==> src/rtl/output_drain_ctrl.sv <==
// ---------------------------------------------------------------------------
// output_drain_ctrl
//   Sequencer that sits directly upstream of output_block. On start_i it sweeps
//   every filter column presented on the PE array outputs: each group is
//   selected through the first-level muxes and captured into the o_regs. Each
//   captured word is then picked through the second-level mux and emitted on a
//   valid/ready stream, one word at a time, tagged with its array column.
//   Optional ReLU zeroes negative words.
//
//   Column mapping: group g of first-level mux k holds column c = k*G + g.
//   Emission order is therefore g-major: for each group, k = 0..M-1.
//   Columns c >= N_COLS_ARRAY are padding and are skipped without a FETCH/EMIT.
//
// Ports
//   clk_i, rst_n_i     clock, asynchronous active-low reset
//   start_i            1-cycle sweep request, only honoured in IDLE
//   n_groups_i         groups to sweep (0 = none, clamped to G), sampled with start
//   relu_en_i          zero negative words, sampled with start
//   data_in_i          output_block data_out_o (combinational from its o_regs)
//   sel_mux_out_1_o    first-level select: 0 = zero, g+1 = group g
//   sel_mux_out_2_o    second-level select (o_reg index k)
//   sel_mux_ld_o       load the selects in output_block
//   sel_mux_rst_o      output_block select reset (active-high)
//   reg_rst_o          output_block o_reg reset (active-high)
//   reg_wr_en_o        o_reg capture enable
//   out_data_o         result word
//   out_col_o          array column of out_data_o
//   out_valid_o        stream valid
//   out_last_o         final word of the sweep, qualified by out_valid_o
//   out_ready_i        stream ready
//   busy_o             high whenever the FSM is not IDLE
//   done_o             1-cycle pulse at end of sweep
// ---------------------------------------------------------------------------
module output_drain_ctrl #(
    parameter  int unsigned N_COLS_ARRAY           = 16,
    parameter  int unsigned I_WIDTH                = 8,
    parameter  int unsigned F_WIDTH                = 8,
    parameter  int unsigned NUMBER_MUX_OUT_1       = 4,
    localparam int unsigned W                      = I_WIDTH + F_WIDTH,
    localparam int unsigned NUMBER_INPUT_MUX_OUT_1 = (N_COLS_ARRAY + NUMBER_MUX_OUT_1 - 1) / NUMBER_MUX_OUT_1,
    localparam int unsigned SEL_WIDTH_MUX_OUT_1    = $clog2(1 + NUMBER_INPUT_MUX_OUT_1),
    localparam int unsigned SEL_WIDTH_MUX_OUT_2    = $clog2(NUMBER_MUX_OUT_1),
    localparam int unsigned COL_WIDTH              = $clog2(N_COLS_ARRAY)
) (
    input  logic                           clk_i,
    input  logic                           rst_n_i,
    input  logic                           start_i,
    input  logic [SEL_WIDTH_MUX_OUT_1-1:0] n_groups_i,
    input  logic                           relu_en_i,
    input  logic [W-1:0]                   data_in_i,
    output logic [SEL_WIDTH_MUX_OUT_1-1:0] sel_mux_out_1_o,
    output logic [SEL_WIDTH_MUX_OUT_2-1:0] sel_mux_out_2_o,
    output logic                           sel_mux_ld_o,
    output logic                           sel_mux_rst_o,
    output logic                           reg_rst_o,
    output logic                           reg_wr_en_o,
    output logic [W-1:0]                   out_data_o,
    output logic [COL_WIDTH-1:0]           out_col_o,
    output logic                           out_valid_o,
    output logic                           out_last_o,
    input  logic                           out_ready_i,
    output logic                           busy_o,
    output logic                           done_o
);

    localparam int unsigned G      = NUMBER_INPUT_MUX_OUT_1;
    localparam int unsigned M      = NUMBER_MUX_OUT_1;
    localparam int unsigned SEL1_W = SEL_WIDTH_MUX_OUT_1;
    localparam int unsigned SEL2_W = SEL_WIDTH_MUX_OUT_2;

    localparam logic [2:0] S_IDLE  = 3'd0;
    localparam logic [2:0] S_SEL1  = 3'd1;
    localparam logic [2:0] S_CAPT  = 3'd2;
    localparam logic [2:0] S_SEL2  = 3'd3;
    localparam logic [2:0] S_FETCH = 3'd4;
    localparam logic [2:0] S_EMIT  = 3'd5;

    logic [2:0]        state_q, state_d;
    logic [SEL1_W-1:0] g_q, g_d;
    logic [SEL2_W-1:0] k_q, k_d;
    logic [SEL1_W-1:0] ng_q, ng_d;
    logic              relu_q, relu_d;

    logic [SEL1_W-1:0] sel1_d;
    logic [SEL2_W-1:0] sel2_d;
    logic              ld_d;
    logic              wr_d;
    logic [W-1:0]      data_d;
    logic [COL_WIDTH-1:0] col_d;
    logic              valid_d;
    logic              last_d;
    logic              done_d;
    logic              advance;

    logic [SEL1_W-1:0] ng_clamp;
    logic [31:0]       col_cur;
    logic [31:0]       col_next;
    logic              skip;
    logic              k_wrap;
    logic              g_last;
    logic              last_word;
    logic [W-1:0]      relu_data;

    // Requested group count limited to the groups output_block actually has
    assign ng_clamp = (n_groups_i > SEL1_W'(G)) ? SEL1_W'(G) : n_groups_i;

    // Column addressed by the current (g, k) and its successor within the group
    assign col_cur  = 32'(k_q) * 32'(G) + 32'(g_q);
    assign col_next = col_cur + 32'(G);
    assign skip     = (col_cur >= 32'(N_COLS_ARRAY));

    assign k_wrap   = (k_q == SEL2_W'(M - 1));
    assign g_last   = (g_q == (ng_q - SEL1_W'(1)));

    // Last word: final group, and no further non-padded column in this group
    assign last_word = g_last && (k_wrap || (col_next >= 32'(N_COLS_ARRAY)));

    assign relu_data = (relu_q && data_in_i[W-1]) ? '0 : data_in_i;

    // Next-state and next-output logic; outputs are registered so every value
    // set here is what output_block sees while the FSM sits in state_d.
    always_comb begin
        state_d = state_q;
        g_d     = g_q;
        k_d     = k_q;
        ng_d    = ng_q;
        relu_d  = relu_q;
        sel1_d  = sel_mux_out_1_o;
        sel2_d  = sel_mux_out_2_o;
        ld_d    = 1'b0;
        wr_d    = 1'b0;
        data_d  = out_data_o;
        col_d   = out_col_o;
        valid_d = out_valid_o;
        last_d  = out_last_o;
        done_d  = 1'b0;
        advance = 1'b0;

        case (state_q)
            S_IDLE: begin
                if (start_i) begin
                    if (ng_clamp == '0) begin
                        done_d = 1'b1;
                    end else begin
                        ng_d    = ng_clamp;
                        relu_d  = relu_en_i;
                        g_d     = '0;
                        k_d     = '0;
                        sel1_d  = SEL1_W'(1);
                        sel2_d  = '0;
                        ld_d    = 1'b1;
                        state_d = S_SEL1;
                    end
                end
            end
            S_SEL1: begin
                wr_d    = 1'b1;
                state_d = S_CAPT;
            end
            S_CAPT: begin
                sel2_d  = k_q;
                ld_d    = 1'b1;
                state_d = S_SEL2;
            end
            S_SEL2: begin
                if (skip) begin
                    advance = 1'b1;
                end else begin
                    state_d = S_FETCH;
                end
            end
            S_FETCH: begin
                data_d  = relu_data;
                col_d   = COL_WIDTH'(col_cur);
                valid_d = 1'b1;
                last_d  = last_word;
                state_d = S_EMIT;
            end
            S_EMIT: begin
                if (out_ready_i) begin
                    valid_d = 1'b0;
                    last_d  = 1'b0;
                    advance = 1'b1;
                end
            end
            default: begin
                state_d = S_IDLE;
            end
        endcase

        // Step to the next o_reg, else the next group, else finish the sweep
        if (advance) begin
            if (!k_wrap) begin
                k_d     = k_q + SEL2_W'(1);
                sel2_d  = k_q + SEL2_W'(1);
                ld_d    = 1'b1;
                state_d = S_SEL2;
            end else if (!g_last) begin
                g_d     = g_q + SEL1_W'(1);
                k_d     = '0;
                sel1_d  = g_q + SEL1_W'(2);
                sel2_d  = '0;
                ld_d    = 1'b1;
                state_d = S_SEL1;
            end else begin
                done_d  = 1'b1;
                state_d = S_IDLE;
            end
        end
    end

    // State and registered outputs; output_block resets stay high through reset
    always_ff @(posedge clk_i or negedge rst_n_i) begin
        if (!rst_n_i) begin
            state_q         <= S_IDLE;
            g_q             <= '0;
            k_q             <= '0;
            ng_q            <= '0;
            relu_q          <= 1'b0;
            sel_mux_out_1_o <= '0;
            sel_mux_out_2_o <= '0;
            sel_mux_ld_o    <= 1'b0;
            sel_mux_rst_o   <= 1'b1;
            reg_rst_o       <= 1'b1;
            reg_wr_en_o     <= 1'b0;
            out_data_o      <= '0;
            out_col_o       <= '0;
            out_valid_o     <= 1'b0;
            out_last_o      <= 1'b0;
            busy_o          <= 1'b0;
            done_o          <= 1'b0;
        end else begin
            state_q         <= state_d;
            g_q             <= g_d;
            k_q             <= k_d;
            ng_q            <= ng_d;
            relu_q          <= relu_d;
            sel_mux_out_1_o <= sel1_d;
            sel_mux_out_2_o <= sel2_d;
            sel_mux_ld_o    <= ld_d;
            sel_mux_rst_o   <= 1'b0;
            reg_rst_o       <= 1'b0;
            reg_wr_en_o     <= wr_d;
            out_data_o      <= data_d;
            out_col_o       <= col_d;
            out_valid_o     <= valid_d;
            out_last_o      <= last_d;
            busy_o          <= (state_d != S_IDLE);
            done_o          <= done_d;
        end
    end

endmodule

==> config.mk <==
export PLATFORM = sky130hd
export DESIGN_NAME = output_drain_ctrl
export DESIGN_NICKNAME = d
export VERILOG_FILES = /design/src/rtl/output_drain_ctrl.sv
export SDC_FILE = /design/constraint.sdc
export NUM_CORES = 1
export LEC_CHECK = 0
export CORE_ASPECT_RATIO = 2
export CORE_MARGIN = 2
export CORE_UTILIZATION = 51
export DETAILED_ROUTE_END_ITERATION = 16
export PLACE_DENSITY = 0.84
export SYNTH_ARGS = -nofsm -noshare
export SYNTH_HDL_FRONTEND = slang
export SYNTH_SLANG_ARGS = --single-unit
==> constraint.sdc <==
create_clock -name clk_i -period 3.2 [get_ports clk_i]
set_input_delay 0.48 -clock clk_i [delete_from_list [all_inputs] [get_ports clk_i]]
set_output_delay 0.48 -clock clk_i [all_outputs]
set_load 0.005 [all_outputs]
==> run summary, run 1 <==
Resized cells post-CTS = 0
Core area = 0.00388 mm²
Syn_nets = 229
Slew headroom = 36.8%
Die Area = 0.00465 mm²
LEAKAGE = 1.24 nW
Slew Limit Fails = 0
Sequential cell area = 0.00110 mm²
CP peak stage delay = 0.47 ns
Final worst path period share = 65.4%
Die X-Extent = 49.2 µm
Syn Inst Count = 199
Cells along the critical path = ha_1 -> ha_1 -> and4b_1 -> nor2_1 -> o22ai_1 -> or3_1
Sequential element share of the synthesized area = 52.8%
Synthesized area per cell = 10.5 µm²
Clk pwr share = 16.3%
Vias = 1615
Antenna Nets Post-Route = 0
Final hold violations = 0
Die Y-Extent = 94.4 µm
Mapped cell area = 0.00209 mm²
Setup Fix Bufs, Post-CTS = 0
CP required = 3.37 ns
Reg2Reg Depth = 6
Psw = 0.709 mW
Largest net degree at the start of global routing = 45
Post-route DRC = 0
Diode count = 0
Detailed Routing Iterations Pass 1 = 4
Multi-input gate area = 886 µm²
Share of post-route cells with drive strength above 1 = 9.52%
Delay-heaviest family, CP = simple AND/OR/NAND/NOR gates
CTS tree = built
Initial Utilization = 53.7%
Antenna violations before repair = 0
CTS Buf Count = 5
Yosys reg bits = 44
Root Buffer = clkbuf_8
CP endpoint kind = register
Final-report setup violation count = 0
Nets = 281
VDD IR max = 0.000593 V
Detail Placement HPWL = 3.43 mm
Initial drt markers = 24
Shortest period the worst path allows = 2.09 ns
Commonest non-fill, non-tap cell in the layout = clkdlybuf4s50_1
Vias in the first global route = 1610
Cts hold-fix bufs = 0
Fin Clk Skew = 0.00678 ns
Hold Worst Slack = 0.335 ns
Crit. path cell count = 6
Overall routing resource usage = 21.2%
Sequential share of power = 43.2%
Combinational power share = 40.5%
Pint = 1.44 mW
Synthesis-to-finish area growth = 31.1%
Power per cell area = 785 mW/mm²
Routability cong. = 0.862
Post-DR wirelength/cell = 14.7 µm
Via/cell ratio = 5.33
Clock Tree Buf Depth = 2
CP dominant cell by count = ha_1
Hold/Removal Path Class = in -> async
FFs w/ async S/R, synth = 100%
Fill cells = 322
F_max = 478 MHz
# Max-Cap Violations = 0
GR Overflow Total = 0
Highest-count cells in the layout ignoring fill and taps = clkdlybuf4s50_1, dfrtp_1, nand2_1, o21ai_0, inv_1
Switching Fraction = 33.1%
Clk_lat worst skew = 0.29 ns
Row cnt = 32
Worst slew pin tran = 0.948 ns
Post-Route WL = 4.47 mm
Slowest-stage cell, CP = dfrtp_1
CP max FO = 7
I/O pin cnt = 57
Synth unique cells = 48
First-pass GRT wire length = 7.52 mm
Buffers on Ports = 56
Reg clk slew, reported paths = 0.08 ns
YS warnings = 0
Post-synth EDFFs = 0
Critical path buffers and inverters = 0
Sum Neg Setup Slack = 0 ns
Nature of the critical path startpoint = register
Unrepaired setup endpoints after global routing = false
Worst Path Arrival = 2.26 ns
Status = finished, final reports clean
# clock sinks = 44
CTS H-Tree Depth = 2
Dominant synthesized flop cell = dfrtp_1
Critical path type = reg -> reg
## layer usage
metal  vias to the layer above  global-route usage, %  wire length [µm]
met5                         -                      0                 0
met4                         0                   9.76               140
met2                        50                   39.6              2520
met3                        11                   3.80               155
met1                       768                   22.6              1640
li1                        786                      -                 -
## worst reg2reg max path, cell delays in order, from the launching register on
cell	delay (ns)
dfrtp_1	0.47
ha_1	0.24
ha_1	0.21
and4b_1	0.19
nor2_1	0.33
o22ai_1	0.18
or3_1	0.36
## cells in the mapped netlist (2+ instances only)
| cell type | n | share of area (%) |
|---|---|---|
| nor2_1 | 5 | 0.90 |
| dfrtp_1 | 43 | 52 |
| a31o_2 | 2 | 0.84 |
| ha_1 | 6 | 3.6 |
| and4b_1 | 2 | 0.96 |
| clkbuf_1 | 5 | 0.90 |
| and3_1 | 2 | 0.60 |
| o21ai_0 | 23 | 5.5 |
| o22ai_1 | 2 | 0.60 |
| or2_1 | 2 | 0.60 |
| nand2_1 | 42 | 7.6 |
| a22o_1 | 5 | 2.1 |
| xnor2_1 | 3 | 1.3 |
| buf_4 | 2 | 0.72 |
| o22a_1 | 2 | 0.84 |
| inv_1 | 7 | 1.3 |
| buf_2 | 3 | 0.72 |
| mux2i_1 | 3 | 1.4 |
| mux2_2 | 3 | 1.6 |
| buf_6 | 2 | 1.1 |
| a31oi_1 | 3 | 0.90 |
| nand2b_1 | 5 | 1.5 |
| a21oi_1 | 2 | 0.48 |
## final timing paths
path                               startpoint                  to  slack (ns)
worst max-delay path                   g_q[2]              busy_o        1.11
worst min-delay path                  rst_n_i  sel_mux_out_2_o[1]        0.33
worst max register to register         g_q[2]              busy_o        1.11
worst min register to register  out_data_o[2]       out_data_o[2]        0.48
max in group asynchronous             rst_n_i              g_q[0]        2.27
min in group clk_i              out_data_o[2]       out_data_o[2]        0.48
## logic make-up (layout without fill, tap and decap cells)
family                     Yosys count  after routing  synth area share, %
other                                1              1                0.180
and+or+nand+nor                     70             70                 17.3
buffers and inverters               19             72                 4.68
xor gates and xnor gates             4              4                 2.40
DFF                                 44             44                 52.8
muxes                                7              7                 3.78
adders and majority gates            6              6                 3.60
AOI/OAI and AO/OA                   48             48                 15.2
## through the flow
step | std cells | total power, mW | instance area [µm²] | setup slack [ns] | util (%)
2_1_floorplan | 199 | 1.39 | 2090 | 1.33 | -
3_3_place_gp | 295 | 1.79 | 2640 | 0.990 | 68.0
3_5_place_dp | 295 | 1.82 | 2640 | 0.947 | 68.0
4_1_cts | 303 | 2.18 | 2730 | 1.12 | 70.4
5_1_grt | 303 | 2.32 | 2730 | 0.973 | 70.4
6_report | 303 | 2.15 | 2730 | 1.11 | 70.4
## area by class of cell
cell class,count,area share (%)
tap,51,2.33
clock inverter,2,0.366
timing repair buffer,57,20.6
clock buffer,6,3.02
sequential,44,40.3
multi-input combinational,136,32.4
inverter,7,0.961
## power by group through the flow
stage          Combinational, mW  Sequential [mW]  Clock (mW)
2_1_floorplan              0.506            0.887           0
3_3_place_gp               0.856            0.932           0
3_5_place_dp               0.880            0.940           0
4_1_cts                    0.884            0.930       0.365
5_1_grt                    0.966            0.960       0.391
6_report                   0.869            0.927       0.349
## sequential cells by signal (all words and copies together), names as in the netlist, 2 cells and up
signal	cells
out_col_o	4
ng_q	3
sel_mux_out_2_o	2
g_q	3
sel_mux_out_1_o	3
k_q	2
out_data_o	16
state_q	3
No activity file was read; power rests on OpenSTA's default activity.
==> inputs of run 2 (changes only) <==
- CORE_UTILIZATION: 51 -> 43
- PLACE_DENSITY: 0.84 -> 0.75
- clock period: 3.2 -> 1.9 ns (I/O delays scaled with it)
==> run summary, run 2 (synthesized netlist as in run 1, its figures left out) <==
Nets = 309 (+10%)
Cells along the critical path = ha_2 -> ha_4 -> buf_4 -> nand2b_4 -> a221oi_2 -> o22ai_2 -> or3_1
Cts hold-fix bufs = 0 (unchanged)
Top reg by flops = out_data_o
Largest net degree at the start of global routing = 45 (unchanged)
Reg-to-reg slack, setup = 0.007 ns (-1.10 ns)
Share of post-route cells with drive strength above 1 = 22.1% (+13 points)
Worst slew pin tran = 0.561 ns (-0.387 ns)
# clock sinks = 44 (unchanged)
Die X-Extent = 53.2 µm (+8.2%)
Antenna violations before repair = 0 (unchanged)
VDD IR max = 0.00103 V (+74%)
Post-DR wirelength/cell = 14.4 µm (-2.0%)
Critical path type = reg -> reg
Post-Route WL = 4.84 mm (+8.4%)
Synthesis-to-finish area growth = 45.4%
Commonest non-fill, non-tap cell in the layout = clkdlybuf4s50_1
Fin Clk Skew = 0.00491 ns (-0.00187 ns)
Crit path from = g_q[2]
Via/cell ratio = 5.05 (-5.2%)
Nature of the critical path startpoint = register
Final-report setup violation count = 0 (unchanged)
Critical path buffers and inverters = 1 (+1)
Buffers on Ports = 56 (unchanged)
CTS Buf Count = 5 (unchanged)
GR Overflow Total = 0 (unchanged)
Shortest period the worst path allows = 1.89 ns (-0.201 ns)
F_max = 528 MHz (+11%)
Max FFs per register = 16 (unchanged)
First-pass GRT wire length = 7.70 mm (+2.4%)
Final hold violations = 0 (unchanged)
Die Y-Extent = 102 µm (+8.5%)
Fill cells = 392 (+22%)
Detail Placement HPWL = 3.69 mm (+7.4%)
Highest-count cells in the layout ignoring fill and taps = clkdlybuf4s50_1, nand2_1, dfrtp_1, buf_4, o21ai_0
Slew headroom = 62.6% (+26 points)
Core area = 0.00464 mm² (+20%)
CP peak stage delay = 0.40 ns (-0.07 ns)
Antenna Nets Post-Route = 0 (unchanged)
Hold Worst Slack = 0.0599 ns (-0.275 ns)
Biggest regs = out_data_o (16), out_col_o (4)
Overall routing resource usage = 19.5% (-1.7 points)
Clock Tree Buf Depth = 2 (unchanged)
Diode count = 0 (unchanged)
CTS tree = built
Vias = 1692 (+4.8%)
Status = finished, final reports clean
Delay-heaviest family, CP = simple AND/OR/NAND/NOR gates
Reg clk slew, reported paths = 0.08 ns (about the same)
I/O pin cnt = 57 (unchanged)
Final worst slack = 0.00731 ns (-1.10 ns)
Multi-input gate area = 961 µm² (+8.5%)
Final core occ = 65.3% (-5.1 points)
Initial drt markers = 19 (-21%)
LEAKAGE = 1.39 nW (+12%)
Detailed Routing Iterations Pass 1 = 4 (unchanged)
Row cnt = 35 (+9.4%)
Worst slack, placed = -0.0897 ns (-1.04 ns)
Worst Path Arrival = 2.06 ns (-0.20 ns)
Post-route DRC = 0 (unchanged)
CP endpoint kind = register
Vias in the first global route = 1725 (+7.1%)
Final worst path period share = 99.6% (+34 points)
CTS H-Tree Depth = 2 (unchanged)
Power per cell area = 1310 mW/mm² (+67%)
Hold/Removal Path Class = in -> async
CP required = 2.07 ns (-1.30 ns)
Slew Limit Fails = 0 (unchanged)
Sequential cell area = 0.00110 mm² (+0.11%)
Reg2Reg Launch Point = g_q[2]
Unrepaired setup endpoints after global routing = true
Root Buffer = clkbuf_8
Routability cong. = 0.872 (+1.1%)
# Max-Cap Violations = 0 (unchanged)
Initial Utilization = 44.9% (-8.8 points)
Die Area = 0.00546 mm² (+17%)
CP max FO = 3 (-4)
Clk_lat worst skew = 0.29 ns (about the same)
Slowest-stage cell, CP = dfrtp_1
## run 2: changes by cell type in the layout (fill, tap and decap cells not counted), sizes merged
cell  delta
buf     +28
## run 2: final timing paths
kind,to,cells past startpoint
setup / recovery,busy_o,7
hold / removal,sel_mux_out_2_o[0],2
setup reg to reg,busy_o,7
hold reg to reg,out_data_o[5],2
max in group asynchronous,state_q[1],2
min in group clk_i,out_data_o[5],2
## run 2: layout make-up
class                      count  share of cell area [%]
clock buffer                   6                    2.72
clock inverter                 2                   0.330
inverter                       7                   0.866
multi-input combinational    136                    31.7
sequential                    44                    36.4
tap                           55                    2.27
timing repair buffer          85                    25.7
## run 2: layer usage
layer	part of all wire [%]	global-route usage (%)
met5	0	0
met2	57	36.4
met4	3.2	8.09
met3	3.5	4.49
met1	36	19.7
## run 2: where the power goes
group	switching (mW)	internal, mW	leakage [nW]
Sequential	0.254	1.28	0.558
Clock	0.300	0.290	0.0510
Combinational	0.765	1.09	0.784
## run 2: metrics by stage
step	setup TNS (ns)	area [µm²]	cells	power [mW]
after global routing	-0.0453	3030	335	4.27
after CTS	0	2930	332	3.83
after detailed placement	-0.164	2830	324	3.21
final	0	3030	335	3.97
after floorplan	0	2090	199	2.35
after global placement	-0.0877	2830	324	3.15
## run 2: timing repair
| item | CTS | global route |
|---|---|---|
| endpoints found under the hold margin | 0 | 0 |
| resized for setup | 2 | 14 |
| setup endpoints to repair | 5 | 22 |
| setup buffers | 0 | 3 |
| pin swaps | 1 | 7 |
==> inputs of run 3 (changes only) <==
- CAP_MARGIN: not set -> 5
- MAX_ROUTING_LAYER: not set -> met4
- SETUP_SLACK_MARGIN: not set -> 0.1
==> run summary, run 3 (synthesized netlist as in run 1, its figures left out) <==
Final worst slack = -0.00246 ns (-0.00978 ns)
Slew Limit Fails = 0 (unchanged)
CTS Buf Count = 5 (unchanged)
CP max FO = 3 (unchanged)
Nature of the critical path startpoint = register
Clk_lat worst skew = 0.30 ns (about the same)
Diode count = 0 (unchanged)
Post-DR wirelength/cell = 15.1 µm (+4.4%)
# Max-Cap Violations = 0 (unchanged)
Status = complete, but fails checks
Hold Path End = out_data_o[11]
Initial Utilization = 44.9% (unchanged)
Worst slack, placed = -0.0968 ns (-0.00710 ns)
Highest-count cells in the layout ignoring fill and taps = clkdlybuf4s50_1, dfrtp_1, nand2_1, buf_4, o21ai_0
Violated checks = setup timing
WHS Path Cells = 2
Unrepaired setup endpoints after global routing = true
VDD IR max = 0.000876 V (-15%)
First-pass GRT wire length = 7.88 mm (+2.3%)
Nets = 306 (-0.97%)
Top reg by flops = out_data_o
Core area = 0.00464 mm² (unchanged)
F_max = 526 MHz (-0.51%)
Die X-Extent = 53.2 µm (unchanged)
Hold Worst Slack = 0.481 ns (+0.421 ns)
Root Buffer = clkbuf_8
Hold/Removal Path Class = reg -> reg
Reg2Reg Depth = 5 (-2)
I/O pin cnt = 57 (unchanged)
CTS tree = built
Biggest regs = out_data_o (16), out_col_o (4)
Reg-to-reg slack, setup = -0.002 ns (about the same)
Final hold violations = 0 (unchanged)
Via/cell ratio = 5.12 (+1.3%)
Final-report setup violation count = 1 (+1)
Overall routing resource usage = 20.6% (+1.1 points)
Reg2reg end = busy_o
# clock sinks = 44 (unchanged)
Post-route DRC = 0 (unchanged)
Worst Path Arrival = 2.08 ns (+0.02 ns)
Initial drt markers = 19 (unchanged)
Antenna violations before repair = 0 (unchanged)
Shortest period the worst path allows = 1.90 ns (+0.00978 ns)
CP endpoint kind = register
Detailed Routing Iterations Pass 1 = 4 (unchanged)
Routability cong. = 0.889 (+1.9%)
GR Overflow Total = 0 (unchanged)
CP required = 2.07 ns (about the same)
Power per cell area = 1340 mW/mm² (+2.0%)
Worst slew pin tran = 0.522 ns (-0.0392 ns)
Die Area = 0.00546 mm² (unchanged)
Synthesis-to-finish area growth = 45.2%
LEAKAGE = 1.40 nW (+0.38%)
Reg2Reg Launch Point = g_q[2]
CTS H-Tree Depth = 2 (unchanged)
Vias = 1699 (+0.41%)
Reg clk slew, reported paths = 0.08 ns (about the same)
Commonest non-fill, non-tap cell in the layout = clkdlybuf4s50_1
Hold_sp = out_data_o[11]
Buffers on Ports = 56 (unchanged)
Clock Tree Buf Depth = 2 (unchanged)
Largest net degree at the start of global routing = 38 (-16%)
Share of post-route cells with drive strength above 1 = 18.8% (-3.4 points)
Die Y-Extent = 102 µm (unchanged)
Fin Clk Skew = 0.00560 ns (+0.000693 ns)
Final worst path period share = 100% (+0.51 points)
Slew headroom = 65.2% (+2.6 points)
Detail Placement HPWL = 3.73 mm (+1.3%)
Max FFs per register = 16 (unchanged)
Critical path type = reg -> reg
Post-Route WL = 5.01 mm (+3.5%)
Row cnt = 35 (unchanged)
Antenna Nets Post-Route = 0 (unchanged)
Vias in the first global route = 1711 (-0.81%)
==> run 3: cell count changes in the layout (fill, tap and decap cells not counted), sizes merged <==
cell / change
buf: -4
bufinv: +1
clkbuf: +1
clkinv: -2
dlygate4sd3: +1
==> run 3: worst max-delay path, cell delays in order (launching register included) <==
cell,delay [ns]
dfrtp_1,0.41
buf_6,0.12
xor3_2,0.45
nor4_4,0.31
o22ai_1,0.13
or3_1,0.36
==> run 3: worst max path at each step <==
stage | slack (ns) | start | endpoint | depth (start not counted)
floorplan | 0.08 | g_q[2] | g_q[1] | 7
finish | -0.002 | g_q[2] | busy_o | 5
global placement | -0.05 | n_groups_i[0] | busy_o | 5
global route | -0.08 | g_q[2] | busy_o | 5
detailed placement | -0.1 | n_groups_i[0] | busy_o | 5
CTS | 0.04 | ng_q[1] | busy_o | 6
==> run 3: final cells by class <==
cell class                      instances  area [µm²]
Fill cell                             392        1610
Sequential cell                        44        1100
Multi-Input combinational cell        136         961
Timing Repair Buffer                   82         764
Clock buffer                            7        76.3
Tap cell                               55        68.8
Clock inverter                          1        30.0
Inverter                                7        26.3
==> run 3: per-stage QoR <==
| stage | setup TNS, ns | power (mW) | area [µm²] | util, % | instances |
|---|---|---|---|---|---|
| after global placement | -0.0546 | 3.12 | 2800 | 60.3 | 319 |
| after detailed placement | -0.0968 | 3.16 | 2800 | 60.3 | 319 |
| after CTS | 0 | 3.87 | 2920 | 63.0 | 328 |
| after global routing | -0.155 | 4.31 | 3030 | 65.3 | 332 |
| after floorplan | 0 | 2.33 | 2090 | - | 199 |
| final | -0.00246 | 4.05 | 3030 | 65.3 | 332 |
==> run 3: repair_timing <==
item / 4_1_cts / 5_1_grt
resized for setup: 2 / 13
hold buffers: 1 / 0
pin swaps: 0 / 6
hold endpoints to repair: 21 / 0
buffers inserted: 0 / 4
endpoints found under the setup margin: 4 / 9
==> run 3: power by group <==
group	internal, mW	switching (mW)	leakage, nW	total (mW)
Sequential	1.27	0.257	0.559	1.53
Combinational	1.04	0.775	0.787	1.81
Clock	0.393	0.310	0.0524	0.703
Total	2.71	1.34	1.40	4.05
==> run 3: layer usage <==
metal | share of wire (%) | track usage, %
met5 | 0 | -
met4 | 4.5 | 12.2
met3 | 2.8 | 2.90
met2 | 55 | 36.0
met1 | 37 | 20.8
